<file path="config.mk">
export PLATFORM = sky130hd
export DESIGN_NAME = audio_pwm_out
export DESIGN_NICKNAME = d
export VERILOG_FILES = /design/src/rtl/audio_pkg.sv /design/src/rtl/pwm_modulator.sv /design/src/rtl/audio_pwm_out.sv
export SDC_FILE = /design/constraint.sdc
export NUM_CORES = 1
export LEC_CHECK = 0
export CAP_MARGIN = 20
export CORE_ASPECT_RATIO = 0.9
export CORE_MARGIN = 5
export CORE_UTILIZATION = 55
export DETAILED_ROUTE_END_ITERATION = 6
export GPL_TIMING_DRIVEN = 0
export PLACE_DENSITY_LB_ADDON = 0.05
export SLEW_MARGIN = 5
export SYNTH_ARGS = -nofsm -noshare
export SYNTH_HDL_FRONTEND = slang
export SYNTH_SLANG_ARGS = --single-unit
</file>
<file path="constraint.sdc">
create_clock -name clk_in -period 5.6 [get_ports clk_in]
set_input_delay 0.56 -clock clk_in [delete_from_list [all_inputs] [get_ports clk_in]]
set_output_delay 0.56 -clock clk_in [all_outputs]
set_load 0.03 [all_outputs]
</file>
<file path="src/rtl/audio_pkg.sv">
// Shared types and constants for the audio output stage, plus the
// amplitude-to-duty scaling used by audio_pwm_out.
package audio_pkg;

  typedef enum logic [1:0] {
    ENV_IDLE,
    ENV_ATTACK,
    ENV_SUSTAIN,
    ENV_RELEASE
  } env_state_t;

  localparam logic [3:0] LEVEL_MAX = 4'd15;
  localparam logic [7:0] PWM_MID   = 8'd128;

  // Signed 8x5 product, arithmetic shift by 4, then re-bias by flipping the MSB
  // so that -120..119 maps onto duty 8..247 around PWM_MID.
  function automatic logic [7:0] scale_to_duty(input logic [7:0] smp,
                                               input logic [3:0] lvl);
    logic signed [12:0] smp_ext;
    logic signed [12:0] lvl_ext;
    logic signed [12:0] product;
    logic signed [12:0] scaled;
    smp_ext = {{5{smp[7]}}, smp};
    lvl_ext = {9'd0, lvl};
    product = smp_ext * lvl_ext;
    scaled  = product >>> 4;
    return {~scaled[7], scaled[6:0]};
  endfunction

endpackage

</file>
<file path="src/rtl/pwm_modulator.sv">
// 8-bit PWM: free-running counter, duty reloaded only at the period boundary
// so a duty change never produces a truncated or doubled pulse.
module pwm_modulator
  import audio_pkg::*;
(
  input  logic       clk_in,
  input  logic       rst_n_in,
  input  logic [7:0] duty_in,
  output logic       pwm_out
);

  logic [7:0] pwm_cnt;
  logic [7:0] duty_act;

  // NOTE: sequential state uses non-blocking assignments so every register
  // samples the pre-edge values of the others, independent of statement order.
  always_ff @(posedge clk_in or negedge rst_n_in) begin
    if (!rst_n_in) begin
      pwm_cnt  <= '0;
      duty_act <= PWM_MID;
      pwm_out  <= 1'b0;
    end else begin
      pwm_cnt <= pwm_cnt + 8'd1;
      if (pwm_cnt == 8'd255) begin
        duty_act <= duty_in;
      end
      pwm_out <= (pwm_cnt < duty_act);
    end
  end

endmodule

</file>
<file path="src/rtl/audio_pwm_out.sv">
// Audio output stage: sample strobe divider, amplitude capture, attack/release
// envelope and volume scaling feeding the PWM modulator.
module audio_pwm_out #(
  parameter int CLK_DIV          = 8333,
  parameter int ENV_STEP_SAMPLES = 48
) (
  input  logic       clk_in,
  input  logic       rst_n_in,
  input  logic       gate_in,
  input  logic [7:0] amp_in,
  output logic       step_out,
  output logic       pwm_out,
  output logic [3:0] level_out,
  output logic       busy_out
);

  import audio_pkg::*;

  localparam int DIV_W = $clog2(CLK_DIV);
  localparam int ENV_W = $clog2(ENV_STEP_SAMPLES + 1);
  localparam logic [DIV_W-1:0] DIV_LAST   = DIV_W'(CLK_DIV - 1);
  localparam logic [DIV_W-1:0] CAPTURE_AT = DIV_W'(3);
  localparam logic [ENV_W-1:0] ENV_LAST   = ENV_W'(ENV_STEP_SAMPLES - 1);

  logic [DIV_W-1:0] div_cnt;
  logic [7:0]       sample;
  logic             capture_d;
  logic [7:0]       duty_next;

  env_state_t       state, state_nxt;
  logic [3:0]       level, level_nxt;
  logic [ENV_W-1:0] env_cnt, env_cnt_nxt;
  logic             env_tick;

  always_ff @(posedge clk_in or negedge rst_n_in) begin
    if (!rst_n_in) begin
      div_cnt   <= '0;
      step_out  <= 1'b0;
      sample    <= '0;
      capture_d <= 1'b0;
      duty_next <= PWM_MID;
    end else begin
      div_cnt   <= (div_cnt == DIV_LAST) ? '0 : div_cnt + 1'b1;
      step_out  <= (div_cnt == DIV_LAST);
      capture_d <= (div_cnt == CAPTURE_AT);
      // Capture three cycles into the sample period, once the generator's
      // phase update and registered LUT have settled.
      if (div_cnt == CAPTURE_AT) begin
        sample <= amp_in;
      end
      if (capture_d) begin
        duty_next <= scale_to_duty(sample, level);
      end
    end
  end

  assign env_tick = step_out && (env_cnt == ENV_LAST);

  // NOTE: every combinational output gets a default first, so no path through
  // the case leaves a signal unassigned and no latch is inferred.
  always_comb begin
    state_nxt = state;
    level_nxt = level;
    case (state)
      ENV_IDLE: begin
        level_nxt = '0;
        if (gate_in) state_nxt = ENV_ATTACK;
      end
      ENV_ATTACK: begin
        if (!gate_in) begin
          state_nxt = ENV_RELEASE;
        end else if (env_tick) begin
          if (level >= LEVEL_MAX - 4'd1) begin
            level_nxt = LEVEL_MAX;
            state_nxt = ENV_SUSTAIN;
          end else begin
            level_nxt = level + 4'd1;
          end
        end
      end
      ENV_SUSTAIN: begin
        if (!gate_in) state_nxt = ENV_RELEASE;
      end
      ENV_RELEASE: begin
        // Re-trigger resumes the attack from the current level.
        if (gate_in) begin
          state_nxt = ENV_ATTACK;
        end else if (env_tick) begin
          if (level <= 4'd1) begin
            level_nxt = '0;
            state_nxt = ENV_IDLE;
          end else begin
            level_nxt = level - 4'd1;
          end
        end
      end
      default: begin
        state_nxt = ENV_IDLE;
        level_nxt = '0;
      end
    endcase

    // A transition restarts the envelope step timing; a gate change that
    // coincides with a tick therefore also swallows that tick's level change.
    env_cnt_nxt = env_cnt;
    if (state_nxt != state) begin
      env_cnt_nxt = '0;
    end else if (step_out) begin
      env_cnt_nxt = env_tick ? '0 : env_cnt + 1'b1;
    end
  end

  always_ff @(posedge clk_in or negedge rst_n_in) begin
    if (!rst_n_in) begin
      state    <= ENV_IDLE;
      level    <= '0;
      env_cnt  <= '0;
      busy_out <= 1'b0;
    end else begin
      state    <= state_nxt;
      level    <= level_nxt;
      env_cnt  <= env_cnt_nxt;
      busy_out <= (state_nxt != ENV_IDLE);
    end
  end

  assign level_out = level;

  pwm_modulator u_pwm (
    .clk_in   (clk_in),
    .rst_n_in (rst_n_in),
    .duty_in  (duty_next),
    .pwm_out  (pwm_out)
  );

endmodule
</file>
==> run metrics <==
status complete, no violations; HP Class in2async; Worst-Skew Late Latency 0.33 ns; Vias 2908; global-route wire length before repair 13.44 mm; count of clock tree sinks 62; Hold Vio Cnt, Final 0; 1st-pass router iterations 4; GP Congestion 0.8274; Post-DRT Antenna Nets 0; Yosys cell types 60; clock buffer depth 2; Final min period 4.184 ns; GRT Total Usage 17.69%; vias in the first global route 3027; Clk Tree Root Cell clkbuf_8; Least-Margin Pin Slew 0.7899 ns; CP arrival 4.41 ns; fraction of registers with async set/reset 100.0%; period utilisation layout 74.71%; Buffers on Ports 17; fin worst setup slack 1.416 ns; Net Sw Power 0.0007040 W; CTS resizes 0; Die Ht 92.49 microns; die area 9401 sq um; top cells by area, synth dfrtp_1 (36%), ha_1 (11%), fa_1 (7.2%); synthesized net count 483; crit path capture type register; Core Rows 30; final setup fails 0; via/cell ratio 5.307; Die W 101.7 microns; max-cap violation count 0; Primary FF master, synth dfrtp_1; H-Tree Depth 3; area grow syn2layout 11.53%; critical path startpoint category register; peak supply drop 240.5 uV; initial antenna violation count 0; Mean Syn Cell Area 9.923 sq um; Ys Warns 0; largest net degree at the start of global routing 63; core area 7470 sq um; WS Path Type reg2reg; mapped cell area 4158 sq um; Post-Syn Instances 419; post-detail-place hpwl 5.405 mm; pwr dens 380.4 nW/um^2; clk slew on worst S/H paths 0.08 ns; top achievable clock speed 0.2390 GHz; internal power 0.001060 W; reg2reg end duty_next[6]; Worst R2R Setup Slack 1.42 ns; n_diodes 0; switching portion of total power 39.91%; Sequential Power Share 31.1%; RSZ-0062 raised after global routing no; Comb power frac 47.1%; Static Leak 2.177 nW; start point of the critical path level_out[2]; crit path to duty_next[6]; Max Transition Viols Final 0; nets 511; Max transition margin 47.34%; TNS Setup 0 ns; final wirelength 7.464 mm; clock network fraction of design power 21.9%; CTS tree built; WP data required 5.82 ns; initial drt markers 151; CTS buffer count 9; Initial Utilization 55.66%; Seq cells post-synth 62; gr ovfl total 0; share of the synthesized area in the top cell type 36.11%; Layout fillers 646; share of cells above drive strength 1 10.84%; reg-to-reg startpoint level_out[2]; CP max FO 10; Hold-fix buffers, CTS 0; area leader, netlist dfrtp_1; setup bufs post-CTS 0; io pins 18; Place WS 1.454 ns; post-DR wirelength/cell 13.62 microns; R2R cell count 14; Post-route DRC 0; register area share after synthesis 37.38%; number of synthesized flops with an enable pin 0; Clock Skew 0.01201 ns
through the flow:
step	area, sq um	hold slack [ns]	util [%]	cells	total power (W)
after floorplan	4158	0.2644	-	419	0.001193
after global placement	4448	0.4661	59.55	532	0.001372
after detailed placement	4446	0.4699	59.51	532	0.001386
after CTS	4637	0.3314	62.08	548	0.001787
after global routing	4637	0.3768	62.08	548	0.001918
final	4637	0.2988	62.08	548	0.001764
critical path, stage by stage (launching register included):
cell	delay, ns
dfrtp_1	0.45
clkbuf_1	0.35
and2_1	0.19
ha_1	0.24
fa_1	0.54
inv_1	0.05
fa_1	0.53
inv_1	0.05
ha_1	0.33
and3_1	0.24
a211oi_1	0.36
nand2_1	0.13
a31oi_2	0.26
xnor2_1	0.09
mux2_2	0.26
final cells by class:
| class | instances | area (sq um) | area share [%] |
|---|---|---|---|
| Clock inverter | 6 | 63.81 | 1.376 |
| Clock buffer | 10 | 127.6 | 2.752 |
| Buffer | 8 | 38.79 | 0.8365 |
| Multi-Input combinational cell | 301 | 2385 | 51.43 |
| Tap cell | 96 | 120.1 | 2.590 |
| Inverter | 48 | 180.2 | 3.886 |
| Timing Repair Buffer | 17 | 167.7 | 3.616 |
| Sequential cell | 62 | 1554 | 33.51 |
power groups by stage:
stage / registers [W] / clock network (W) / logic, W
6_report: 0.000548 / 0.000386 / 0.000830
3_3_place_gp: 0.000555 / 0 / 0.000817
3_5_place_dp: 0.000557 / 0 / 0.000830
4_1_cts: 0.000548 / 0.000398 / 0.000841
5_1_grt: 0.000556 / 0.000415 / 0.000948
2_1_floorplan: 0.000569 / 0 / 0.000623
layer usage:
metal / vias to the layer above / track usage, % / wire length (microns)
met5: - / 0 / 0
met2: 35 / 29.14 / 3560
met1: 1395 / 23.36 / 3623
met4: 0 / 4.983 / 74
met3: 7 / 3.916 / 206
li1: 1471 / - / -
sequential cells by signal, indices dropped and copies added (netlist names):
| register | cells |
|---|---|
| level_out | 4 |
| env_cnt | 6 |
| div_cnt | 14 |
| step_out | 1 |
| u_pwm.duty_act | 8 |
| duty_next | 8 |
| state | 2 |
| sample | 8 |
| u_pwm.pwm_cnt | 8 |
| u_pwm.pwm_out | 1 |
| capture_d | 1 |
| busy_out | 1 |
synthesized netlist by cell type, types with 2 or more instances:
cell / instances
a21boi_0: 2
a21oi_1: 8
a22o_1: 2
a311oi_1: 3
a31oi_1: 4
and2_1: 23
and3_1: 3
and4_1: 2
and4_4: 2
clkbuf_1: 5
dfrtp_1: 60
dfstp_2: 2
fa_1: 15
ha_1: 38
inv_1: 48
mux2_2: 15
mux2i_1: 3
nand2_1: 41
nand3_1: 6
nand4_1: 6
nor2_1: 31
nor2b_1: 4
nor3_1: 6
nor4_1: 3
o21ai_0: 19
o21ai_2: 2
o21bai_1: 2
o22ai_1: 2
o41ai_1: 2
or2_2: 2
xnor2_1: 18
xor2_1: 12
layout by cell type (no fill, tap or decap), types with 16 or more instances in the layout:
master	Yosys	final
dfrtp_1	60	60
inv_1	48	48
nand2_1	41	41
ha_1	38	38
nor2_1	31	31
and2_1	23	23
o21ai_0	19	19
xnor2_1	18	18
clkdlybuf4s50_1	0	16
how the worst min path moves through the flow:
stage,startpoint,end,slack (ns)
4_1_cts,rst_n_in,sample[7],0.33
6_report,rst_n_in,sample[7],0.30
2_1_floorplan,rst_n_in,busy_out,0.26
3_5_place_dp,duty_next[4],u_pwm.duty_act[4],0.47
3_3_place_gp,duty_next[6],u_pwm.duty_act[6],0.47
5_1_grt,rst_n_in,sample[7],0.38
cell families after synthesis:
group / count (synthesis) / share of synthesized area (%)
simple gates: 141 / 17.61
flops: 62 / 37.38
compound gates: 59 / 9.991
buf+inv: 56 / 5.266
fa+ha+maj: 53 / 18.66
xor+xnor: 30 / 6.320
mux: 18 / 4.785
Note: power is estimated with default switching activity, not from simulation.
